==> src/rtl/bp_pkg.sv <==
// Shared types and helpers for the local 2-bit predictor table update controller.
package bp_pkg;
   localparam int IDX_W = 10;

   typedef logic [1:0] ctr_t;

   localparam ctr_t INIT_VAL = 2'b01;

   typedef enum logic [1:0] {INIT, IDLE, UPD_RD, UPD_WR} state_t;

   function automatic ctr_t sat_next(input ctr_t cur, input logic taken);
      ctr_t res;
      if (taken) res = (cur == 2'b11) ? cur : cur + 2'b01;
      else       res = (cur == 2'b00) ? cur : cur - 2'b01;
      return res;
   endfunction
endpackage

==> src/rtl/bp_upd_fifo.sv <==
// Synchronous FIFO for commit updates; head visible combinationally, clear dominates push/pop.
// A push into a full FIFO is accepted only when a pop happens in the same cycle.
module bp_upd_fifo #(
   parameter int DW    = 11,
   parameter int DEPTH = 4
) (
   input  logic                     clk,
   input  logic                     rstn,
   input  logic                     clr,
   input  logic                     push,
   input  logic [DW-1:0]            pushData,
   input  logic                     pop,
   output logic [DW-1:0]            headData,
   output logic                     full,
   output logic                     empty,
   output logic [$clog2(DEPTH):0]   count
);
   localparam int AW = $clog2(DEPTH);

   logic [DW-1:0] mem [DEPTH];
   logic [AW-1:0] wrPtr;
   logic [AW-1:0] rdPtr;
   logic          doPush;
   logic          doPop;

   assign empty    = (count == '0);
   assign full     = (count == (AW+1)'(DEPTH));
   assign doPop    = pop && !empty;
   assign doPush   = push && (!full || doPop);
   assign headData = mem[rdPtr];

   always_ff @(posedge clk or negedge rstn) begin
      if (!rstn) begin
         wrPtr <= '0;
         rdPtr <= '0;
         count <= '0;
      end else if (clr) begin
         wrPtr <= '0;
         rdPtr <= '0;
         count <= '0;
      end else begin
         if (doPush) wrPtr <= wrPtr + 1'b1;
         if (doPop)  rdPtr <= rdPtr + 1'b1;
         count <= count + (AW+1)'(doPush) - (AW+1)'(doPop);
      end
   end

   always_ff @(posedge clk) begin
      if (doPush && !clr) mem[wrPtr] <= pushData;
   end
endmodule

==> src/rtl/bp_update_ctrl.sv <==
// Predictor-table sequencer: full-table init, buffered read-modify-write updates, fetch/update read-port arbitration.
// Fetch lookups are combinational; an update takes one read cycle plus one write cycle; cm_ready drops when full, in INIT or on flush.
module bp_update_ctrl
   import bp_pkg::*;
#(
   parameter int FIFO_DEPTH   = 4,
   parameter int STARVE_LIMIT = 8
) (
   input  logic             clk,
   input  logic             rstn,
   input  logic             fetch_req,
   input  logic [IDX_W-1:0] fetch_pc,
   output logic [1:0]       fetch_pred,
   output logic             fetch_pred_valid,
   input  logic             cm_valid,
   output logic             cm_ready,
   input  logic [IDX_W-1:0] cm_pc,
   input  logic             cm_taken,
   input  logic             flush_req,
   output logic             flush_busy,
   output logic [IDX_W-1:0] tbl_rd_pc,
   input  logic [1:0]       tbl_rd_data,
   output logic             tbl_wr_en,
   output logic [IDX_W-1:0] tbl_wr_pc,
   output logic [1:0]       tbl_wr_data
);
   localparam int CNT_W = $clog2(STARVE_LIMIT + 1);
   localparam int FC_W  = $clog2(FIFO_DEPTH) + 1;

   state_t            state;
   state_t            nextState;
   logic [IDX_W-1:0]  idx;
   ctr_t              cur;
   logic [CNT_W-1:0]  starveCnt;
   logic [IDX_W-1:0]  headPc;
   logic              headTaken;
   logic              fifoFull;
   logic              fifoEmpty;
   logic [FC_W-1:0]   fifoCnt;
   logic              fifoPop;
   logic              fifoClr;
   logic              cmPush;
   logic              fetchGrant;
   logic              updGrant;
   logic              bypass;

   // Fetch owns the read port until the updater has been starved STARVE_LIMIT cycles.
   assign fetchGrant = fetch_req && (starveCnt < CNT_W'(STARVE_LIMIT));
   assign updGrant   = (state == UPD_RD) && !fetchGrant;
   assign cmPush     = cm_valid && cm_ready;
   assign fifoClr    = flush_req && (state != INIT);

   bp_upd_fifo #(
      .DW    (IDX_W + 1),
      .DEPTH (FIFO_DEPTH)
   ) uFifo (
      .clk      (clk),
      .rstn     (rstn),
      .clr      (fifoClr),
      .push     (cmPush),
      .pushData ({cm_pc, cm_taken}),
      .pop      (fifoPop),
      .headData ({headPc, headTaken}),
      .full     (fifoFull),
      .empty    (fifoEmpty),
      .count    (fifoCnt)
   );

   always_ff @(posedge clk or negedge rstn) begin
      if (!rstn) state <= INIT;
      else       state <= nextState;
   end

   always_comb begin
      nextState = state;
      unique case (state)
         INIT:    if (idx == '1) nextState = IDLE;
         IDLE:    if (flush_req) nextState = INIT;
                  else if (!fifoEmpty) nextState = UPD_RD;
         UPD_RD:  if (flush_req) nextState = INIT;
                  else if (updGrant) nextState = UPD_WR;
         UPD_WR:  if (flush_req) nextState = INIT;
                  else if ((fifoCnt > FC_W'(1)) || cmPush) nextState = UPD_RD;
                  else nextState = IDLE;
         default: nextState = INIT;
      endcase
   end

   always_comb begin
      tbl_wr_en        = 1'b0;
      tbl_wr_pc        = headPc;
      tbl_wr_data      = sat_next(cur, headTaken);
      fifoPop          = 1'b0;
      flush_busy       = (state == INIT);
      cm_ready         = (state != INIT) && !fifoFull && !flush_req;
      tbl_rd_pc        = fetchGrant ? fetch_pc : headPc;
      fetch_pred_valid = fetchGrant && (state != INIT);
      if (state == INIT) begin
         tbl_wr_en   = 1'b1;
         tbl_wr_pc   = idx;
         tbl_wr_data = INIT_VAL;
      end else if (state == UPD_WR) begin
         tbl_wr_en = 1'b1;
         fifoPop   = 1'b1;
      end
      // The table write lands at the clock edge, so a same-cycle lookup must see the new value here.
      bypass     = (state == UPD_WR) && fetchGrant && (fetch_pc == headPc);
      fetch_pred = bypass ? tbl_wr_data : tbl_rd_data;
   end

   always_ff @(posedge clk or negedge rstn) begin
      if (!rstn) begin
         idx       <= '0;
         cur       <= INIT_VAL;
         starveCnt <= '0;
      end else begin
         idx <= (state == INIT) ? idx + 1'b1 : '0;
         if (updGrant) cur <= tbl_rd_data;
         if ((state != UPD_RD) || updGrant) starveCnt <= '0;
         else if (starveCnt < CNT_W'(STARVE_LIMIT)) starveCnt <= starveCnt + 1'b1;
      end
   end
endmodule

==> config.mk <==
export PLATFORM = sky130hd
export DESIGN_NAME = bp_update_ctrl
export DESIGN_NICKNAME = d
export VERILOG_FILES = /design/src/rtl/bp_pkg.sv /design/src/rtl/bp_upd_fifo.sv /design/src/rtl/bp_update_ctrl.sv
export SDC_FILE = /design/constraint.sdc
export NUM_CORES = 1
export LEC_CHECK = 0
export ABC_AREA = 1
export CAP_MARGIN = 5
export CORE_UTILIZATION = 55
export CTS_CLUSTER_DIAMETER = 60
export DETAILED_ROUTE_END_ITERATION = 8
export GPL_ROUTABILITY_DRIVEN = 0
export GPL_TIMING_DRIVEN = 0
export PLACE_DENSITY = 0.82
export RECOVER_POWER = 25
export SETUP_SLACK_MARGIN = 0.2
export SYNTH_ARGS = -nofsm -noshare
export SYNTH_HDL_FRONTEND = slang
export SYNTH_SLANG_ARGS = --single-unit
==> constraint.sdc <==
create_clock -name clk -period 3.3 [get_ports clk]
set_input_delay 0.33 -clock clk [delete_from_list [all_inputs] [get_ports clk]]
set_output_delay 0.33 -clock clk [all_outputs]
set_load 0.01 [all_outputs]
Word level (Yosys, flattened, before mapping)
Memory sizes are Yosys's and may differ from the RTL's.
Cells that the tools add are included.
{ "classes": {"eq_ne": 11, "muxes": 28, "reduce_logical": 28, "n_addsub": 8, "magnitude_cmp": 2} }
{ "op_table": {"columns": ["cell", "n"], "rows": [
  ["$mux W2", 16],
  ["$mux W10", 3],
  ["$logic_and A1 B1 Y1", 12],
  ["$add A10 B1 Y10 const B", 1],
  ["$eq A10 B10 Y1", 1],
  ["$eq A10 B10 Y1 const B", 1],
  ["$mux W4", 2],
  ["$pmux W2 S4", 1],
  ["$reduce_bool A2 Y1", 4],
  ["$add A2 B1 Y2 const B", 3],
  ["$eq A2 B2 Y1 const B", 3],
  ["$ne A3 B3 Y1 const B", 2],
  ["$logic_not A1 Y1", 5],
  ["$mux W1", 5],
  ["$add A4 B1 Y4 const B", 1],
  ["$logic_not A2 Y1", 2],
  ["$lt A4 B4 Y1 const B", 1],
  ["$add A3 B1 Y3", 1],
  ["$eq A3 B3 Y1 const B", 1],
  ["$gt A3 B1 Y1 const B", 1],
  ["$logic_not A3 Y1", 1],
  ["$logic_or A1 B1 Y1", 3],
  ["$mux W3", 1],
  ["$reduce_and A3 Y1", 1],
  ["5 further kinds", 5]
]} }
{ "word_totals": {"word_cells": 85, "input_bits": 28, "ff_bits": 25, "ramBits": 44, "memories": 1} }
{ "mem_list": {"columns": ["memory", "words", "word_bits", "rd", "rd_ports_with_merged_regs", "write_ports", "line_no", "source"], "rows": [
  ["uFifo.mem", 4, 11, 1, 0, 1, "bp_upd_fifo.sv:20", "logic [DW-1:0] mem [DEPTH];"]
]} }

Logic depth before layout (Yosys ltp)
{ "depth": {"ltp_word": 9, "ltp_mapped": 13} }

Modules after synthesis
Synthesis repeated with hierarchy kept, for this count alone.
{ "hier_totals": {"cells_unflattened": 409, "area_unflattened_um2": 3736.1} }
{ "modules_own_cells": {"columns": ["mod", "cells_per_inst", "n_inst", "area_each_um2"], "rows": [
  ["bp_upd_fifo", 170, 1, 2272.2],
  ["bp_update_ctrl", 239, 1, 1463.9]
]} }

Worst setup path after synthesis
OpenSTA, ideal clock, no wires.
{ "synth_timing": {"path_type": "reg-to-reg", "startpoint": "reg state[0]", "endpoint": "reg uFifo.count[2]", "setup_time_ns": 0.123, "t_arrival_ns": 1.940, "path_stages_with_launch": 11, "setup_slack_ns": 1.236, "path_cell_list": "dfrtp_1 inv_1 ha_1 inv_1 nand4_1 inv_1 ha_1 inv_1 fa_1 o21ai_0 a21oi_1"} }
{ "synth_via": {"word_cells_on_any_way": 15, "cone_classes": "2 x add/sub; 1 x eq/ne; 3 x mux; 9 x reduce/logical"} }
{ "synth_rtl": {"columns": ["element", "line_no", "source"], "rows": [
  ["from (decl)", "bp_update_ctrl.sv:30", "state_t state;"],
  ["from (signal assigned)", "bp_update_ctrl.sv:71", "else state <= nextState;"],
  ["$logic_not A2 Y1 *", null, null],
  ["net flush_busy", "bp_update_ctrl.sv:20", "output logic flush_busy,"],
  ["$mux W1 *", "bp_update_ctrl.sv:98", "if (state == INIT) begin"],
  ["$logic_and A1 B1 Y1 *", "bp_upd_fifo.sv:28", "assign doPop = pop && !empty;"],
  ["$logic_or A1 B1 Y1", "bp_upd_fifo.sv:29", "assign doPush = push && (!full || doPop);"],
  ["$logic_and A1 B1 Y1", "bp_upd_fifo.sv:29", null],
  ["$add A3 B1 Y3", "bp_upd_fifo.sv:44", "count <= count + (AW+1)'(doPush) - (AW+1)'(doPop);"],
  ["$sub A3 B1 Y3 *", "bp_upd_fifo.sv:44", null],
  ["$mux W3 *", "bp_upd_fifo.sv:37", "end else if (clr) begin"],
  ["to (signal assigned)", "bp_upd_fifo.sv:44", null],
  ["to (decl)", "bp_upd_fifo.sv:16", "output logic [$clog2(DEPTH):0] count"]
]} }
Mark *: on every way through the listed nets, which the timed path passes. The rest lies on a longest branch.
A chain may end at the register's enable or synchronous reset.

Worst setup path after layout
{ "layout_timing": {"startpoint": "reg uFifo.rdPtr[0]", "endpoint": "out fetch_pred[1]"} }
{ "layout_via": {"elab_chain_len": 4, "word_cells_on_any_way": 6, "cone_classes": "1 x eq/ne; 3 x mux; 1 x reduce/logical; 1 x memory"} }
{ "layout_lines": {"columns": ["element", "line_no", "source"], "rows": [
  ["from (decl)", "bp_upd_fifo.sv:22", "logic [AW-1:0] rdPtr;"],
  ["from (signal assigned)", "bp_upd_fifo.sv:43", "if (doPop) rdPtr <= rdPtr + 1'b1;"],
  ["$mem_v2 Z4 W11 *", null, null],
  ["$eq A10 B10 Y1 / $mux W2 (equally long branches)", "bp_update_ctrl.sv:107, bp_pkg.sv:13", null],
  ["$logic_and A1 B1 Y1 / $mux W2 (equally long branches)", "bp_update_ctrl.sv:107, bp_update_ctrl.sv:98", null],
  ["$mux W2 *", "bp_update_ctrl.sv:108", "fetch_pred = bypass ? tbl_wr_data : tbl_rd_data;"],
  ["to (decl)", "bp_update_ctrl.sv:13", "output logic [1:0] fetch_pred,"]
]} }
Mark *: on every way between the ends. The rest lies on a longest branch, timed or not.

==> impl_summary.log <==
INFO  metric route.final.wire_length = 7.56 mm
INFO  metric synth-seq-area-share = 55.6%
INFO  metric cp_data_required_time = 2970 ps
INFO  metric clock_path_buffers = 2
INFO  metric drt_drc_violations_left = 0
INFO  metric number_of_nets_with_antenna_violations_after_routing = 0
INFO  metric setup_viol = 0
INFO  metric floorplan.rows = 28
INFO  metric avg_wl_per_cell = 14.1 um
INFO  metric largest_net_degree_at_the_start_of_global_routing = 26
INFO  metric ys_seq_elements = 69
INFO  metric max_freq = 0.353 GHz
INFO  metric critPathTopFamily = simple AND/OR/NAND/NOR gates
INFO  metric min_path_type = flip-flop to flip-flop
INFO  metric grtUsageTotal = 25.2%
INFO  metric critical_path_buf_inv_count = 3
INFO  metric synthesis.area_per_instance = 8.98 um^2
INFO  metric initial_utilization = 58.1%
INFO  metric finalPower = 3.25 mW
INFO  metric fin_worst_skew = 6.04 ps
INFO  metric cts.reportedPaths.clkPinSlew = 80 ps
INFO  metric floorplan.die.width = 81.8 um
INFO  metric num_vias = 2826
INFO  metric met2_usage = 41.8%
INFO  metric num_io_pins = 56
INFO  metric max_cap_violations = 0
INFO  metric slew_viol_final = 0
INFO  metric path_class = flip-flop to primary output
INFO  metric outcome = finished clean
INFO  metric via_per_inst = 5.27
INFO  metric setup.worst_path.start_class = flip-flop
INFO  metric cts.hold.buffers_added = 0
INFO  metric post_synth_inst_count = 390
INFO  metric area_delta_synth_final = 23.7%
INFO  metric critical-path-top-cell-by-count = sky130_fd_sc_hd__nand2_1
INFO  metric final_hold_viol_count = 0
INFO  metric worstPathCellList = inv_2, buf_6, nand2_1, nand3_1, nand2_1, nand2_1, nand2_1, nor2_1, nand2_1, nor2_2, nand3_1, nand2_1, clkdlybuf4s50_1
INFO  metric cts.htree.levels = 3
INFO  metric min_period = 2840 ps
INFO  metric crit_path_max_fanout = 10
INFO  metric die_height = 81.8 um
INFO  metric global_route_wire_length_before_repair = 12.0 mm
INFO  metric post_synth_instance_area = 3500 um^2
INFO  metric use_met3 = 7.00%
INFO  metric slowest_stage = sky130_fd_sc_hd__clkdlybuf4s50_1
INFO  metric synth_fp_nets = 434
INFO  metric portbufs = 55
INFO  metric critical_path.endpoint_type = primary output
INFO  metric grt_use_met1 = 30.1%
INFO  metric yosys.cell_types.count = 28
INFO  metric timing_worst_slew_pin_value = 1130 ps
INFO  metric power.density = 751 nW/um^2
INFO  metric clock_tree.root_cell = sky130_fd_sc_hd__clkbuf_8
INFO  metric drt_first_pass_iters = 4
INFO  metric timing.setup.tns = 0 ps
INFO  metric antenna_violations_before_repair = 0
INFO  metric design.core.area = 6030 um^2
INFO  metric synth.yosys.warnings = 0
INFO  metric detailedPlacementHpwl = 5.62 mm
INFO  metric grt_setup_unrepaired = false
INFO  metric timing.critical_path.arrival = 2510 ps
INFO  metric leakage = 1.86 nW
INFO  metric numClockSinks = 69
INFO  metric grt-ovfl-total = 0
INFO  metric ir_drop = 0.443 mV
INFO  metric global_route.peak_usage_layer = met2
INFO  metric cts_tree = built
INFO  metric drive_above_1_share = 6.29%
INFO  metric delay_of_the_slowest_cell_on_the_worst_path = 530 ps
INFO  metric die_area = 6690 um^2
INFO  metric grt_pass1_vias = 2723
INFO  metric insertion_delay = 350 ps
INFO  metric post-route-period-util = 85.9%
INFO  metric max_slew_margin = 24.7%
INFO  metric finalNetCount = 500
INFO  metric drt_iter0_drc = 154
INFO  metric cts_inserted_buffers = 9
INFO  metric diodes = 0
## state kept, by name, indices dropped and copies added (netlist names)
signal,flops
idx,10
cur,2
state,2
uFifo.count,3
uFifo.mem,44
uFifo.rdPtr,2
starveCnt,4
uFifo.wrPtr,2
## stage by stage
step | area [um^2] | hold WS [ps] | std cells | worst slack, ps | utilization [%]
5_1_grt | 4330 | 490 | 536 | 242 | 71.9
3_5_place_dp | 4150 | 465 | 520 | 543 | 68.8
2_1_floorplan | 3500 | 34.4 | 390 | 1240 | -
6_report | 4330 | 473 | 536 | 464 | 71.9
4_1_cts | 4330 | 475 | 536 | 387 | 71.8
3_3_place_gp | 4150 | 447 | 520 | 568 | 68.8
## final timing paths
kind                                                  from                   endpoint  slack, ps  cells past startpoint
worst max-delay path            uFifo.rdPtr[0]$_DFFE_PN0P_              fetch_pred[1]        460                     13
worst min-delay path              starveCnt[0]$_DFFE_PN0P_   starveCnt[0]$_DFFE_PN0P_        470                      1
worst max register to register        state[0]$_DFFE_PN0P_  uFifo.mem[0][8]$_DFFE_PP_        740                      5
worst min register to register    starveCnt[0]$_DFFE_PN0P_   starveCnt[0]$_DFFE_PN0P_        470                      1
max in group asynchronous                             rstn   starveCnt[1]$_DFFE_PN0P_       2040                      1
min in group asynchronous                             rstn           idx[1]$_DFF_PN0_        580                      1
## repair_timing
| item | 4_1_cts | 5_1_grt |
|---|---|---|
| setup endpoints to repair | 0 | 3 |
| gates resized for setup | 0 | 3 |
| buffers inserted | 0 | 0 |
## logic make-up after synthesis
logic type / count (synthesis) / share of synthesized area, %
AO/OA/AOI/OAI: 42 / 6.15
XOR/XNOR: 4 / 1.00
adder cells (fa/ha/maj): 16 / 5.93
buffers and inverters: 52 / 6.29
flip-flops: 69 / 55.6
multiplexers: 1 / 0.322
AND/OR/NAND/NOR: 206 / 24.7
## placed cells by master (no fill, tap or decap), types with 2 or more instances in the layout
cell type                           n
sky130_fd_sc_hd__inv_1             40
sky130_fd_sc_hd__buf_6              2
sky130_fd_sc_hd__o22ai_1            2
sky130_fd_sc_hd__dfrtp_1           24
sky130_fd_sc_hd__xor2_1             2
sky130_fd_sc_hd__dlygate4sd3_1     11
sky130_fd_sc_hd__clkbuf_8           9
sky130_fd_sc_hd__nor2_1            37
sky130_fd_sc_hd__buf_4              2
sky130_fd_sc_hd__nand3_1           37
sky130_fd_sc_hd__edfxtp_1          44
sky130_fd_sc_hd__xnor2_1            2
sky130_fd_sc_hd__ha_1              15
sky130_fd_sc_hd__nand3b_1           6
sky130_fd_sc_hd__a21oi_1           10
sky130_fd_sc_hd__inv_6              3
sky130_fd_sc_hd__nor2_2             2
sky130_fd_sc_hd__nand2_1          115
sky130_fd_sc_hd__nor3_1             5
sky130_fd_sc_hd__o21ai_0           29
sky130_fd_sc_hd__buf_2              2
sky130_fd_sc_hd__clkdlybuf4s50_1   44
sky130_fd_sc_hd__clkbuf_1           4
## routing by layer
layer / part of all wire [%] / wire length (um)
met4: 2.5 / 189
met5: 0 / 0
met2: 50 / 3760
met3: 5.5 / 416
met1: 42 / 3190
## cell type report
class	instances	area, um^2
buffer	11	67.6
inverter	41	154
clock inverter	7	57.6
clock buffer	9	124
sequential	69	1950
timing repair buffer	55	551
fill	453	1690
tap	75	93.8
multi-input combinational	269	1340
## synthesized netlist by cell type (all sizes together)
cell type | instances | share of area, %
dfrtp | 24 | 17
o21ai | 29 | 4.1
fa | 1 | 0.57
nand4 | 1 | 0.18
or2 | 1 | 0.18
clkbuf | 5 | 0.54
xor2 | 2 | 0.50
nand3 | 38 | 5.6
ha | 15 | 5.4
o31ai | 1 | 0.21
nand2 | 116 | 13
edfxtp | 44 | 38
nand3b | 6 | 1.3
o22ai | 2 | 0.36
nor3 | 5 | 0.71
nor2 | 39 | 4.3
mux2 | 1 | 0.32
a21oi | 10 | 1.4
inv | 41 | 4.4
xnor2 | 2 | 0.50
buf | 6 | 1.4
dfstp | 1 | 0.75
## report_power, final
group	internal (mW)	switching, mW	total, mW
logic	0.644	0.856	1.50
clock network	0.284	0.347	0.631
registers	1.04	0.0813	1.12
total	1.97	1.28	3.25
No activity file was read; power rests on OpenSTA's default activity.
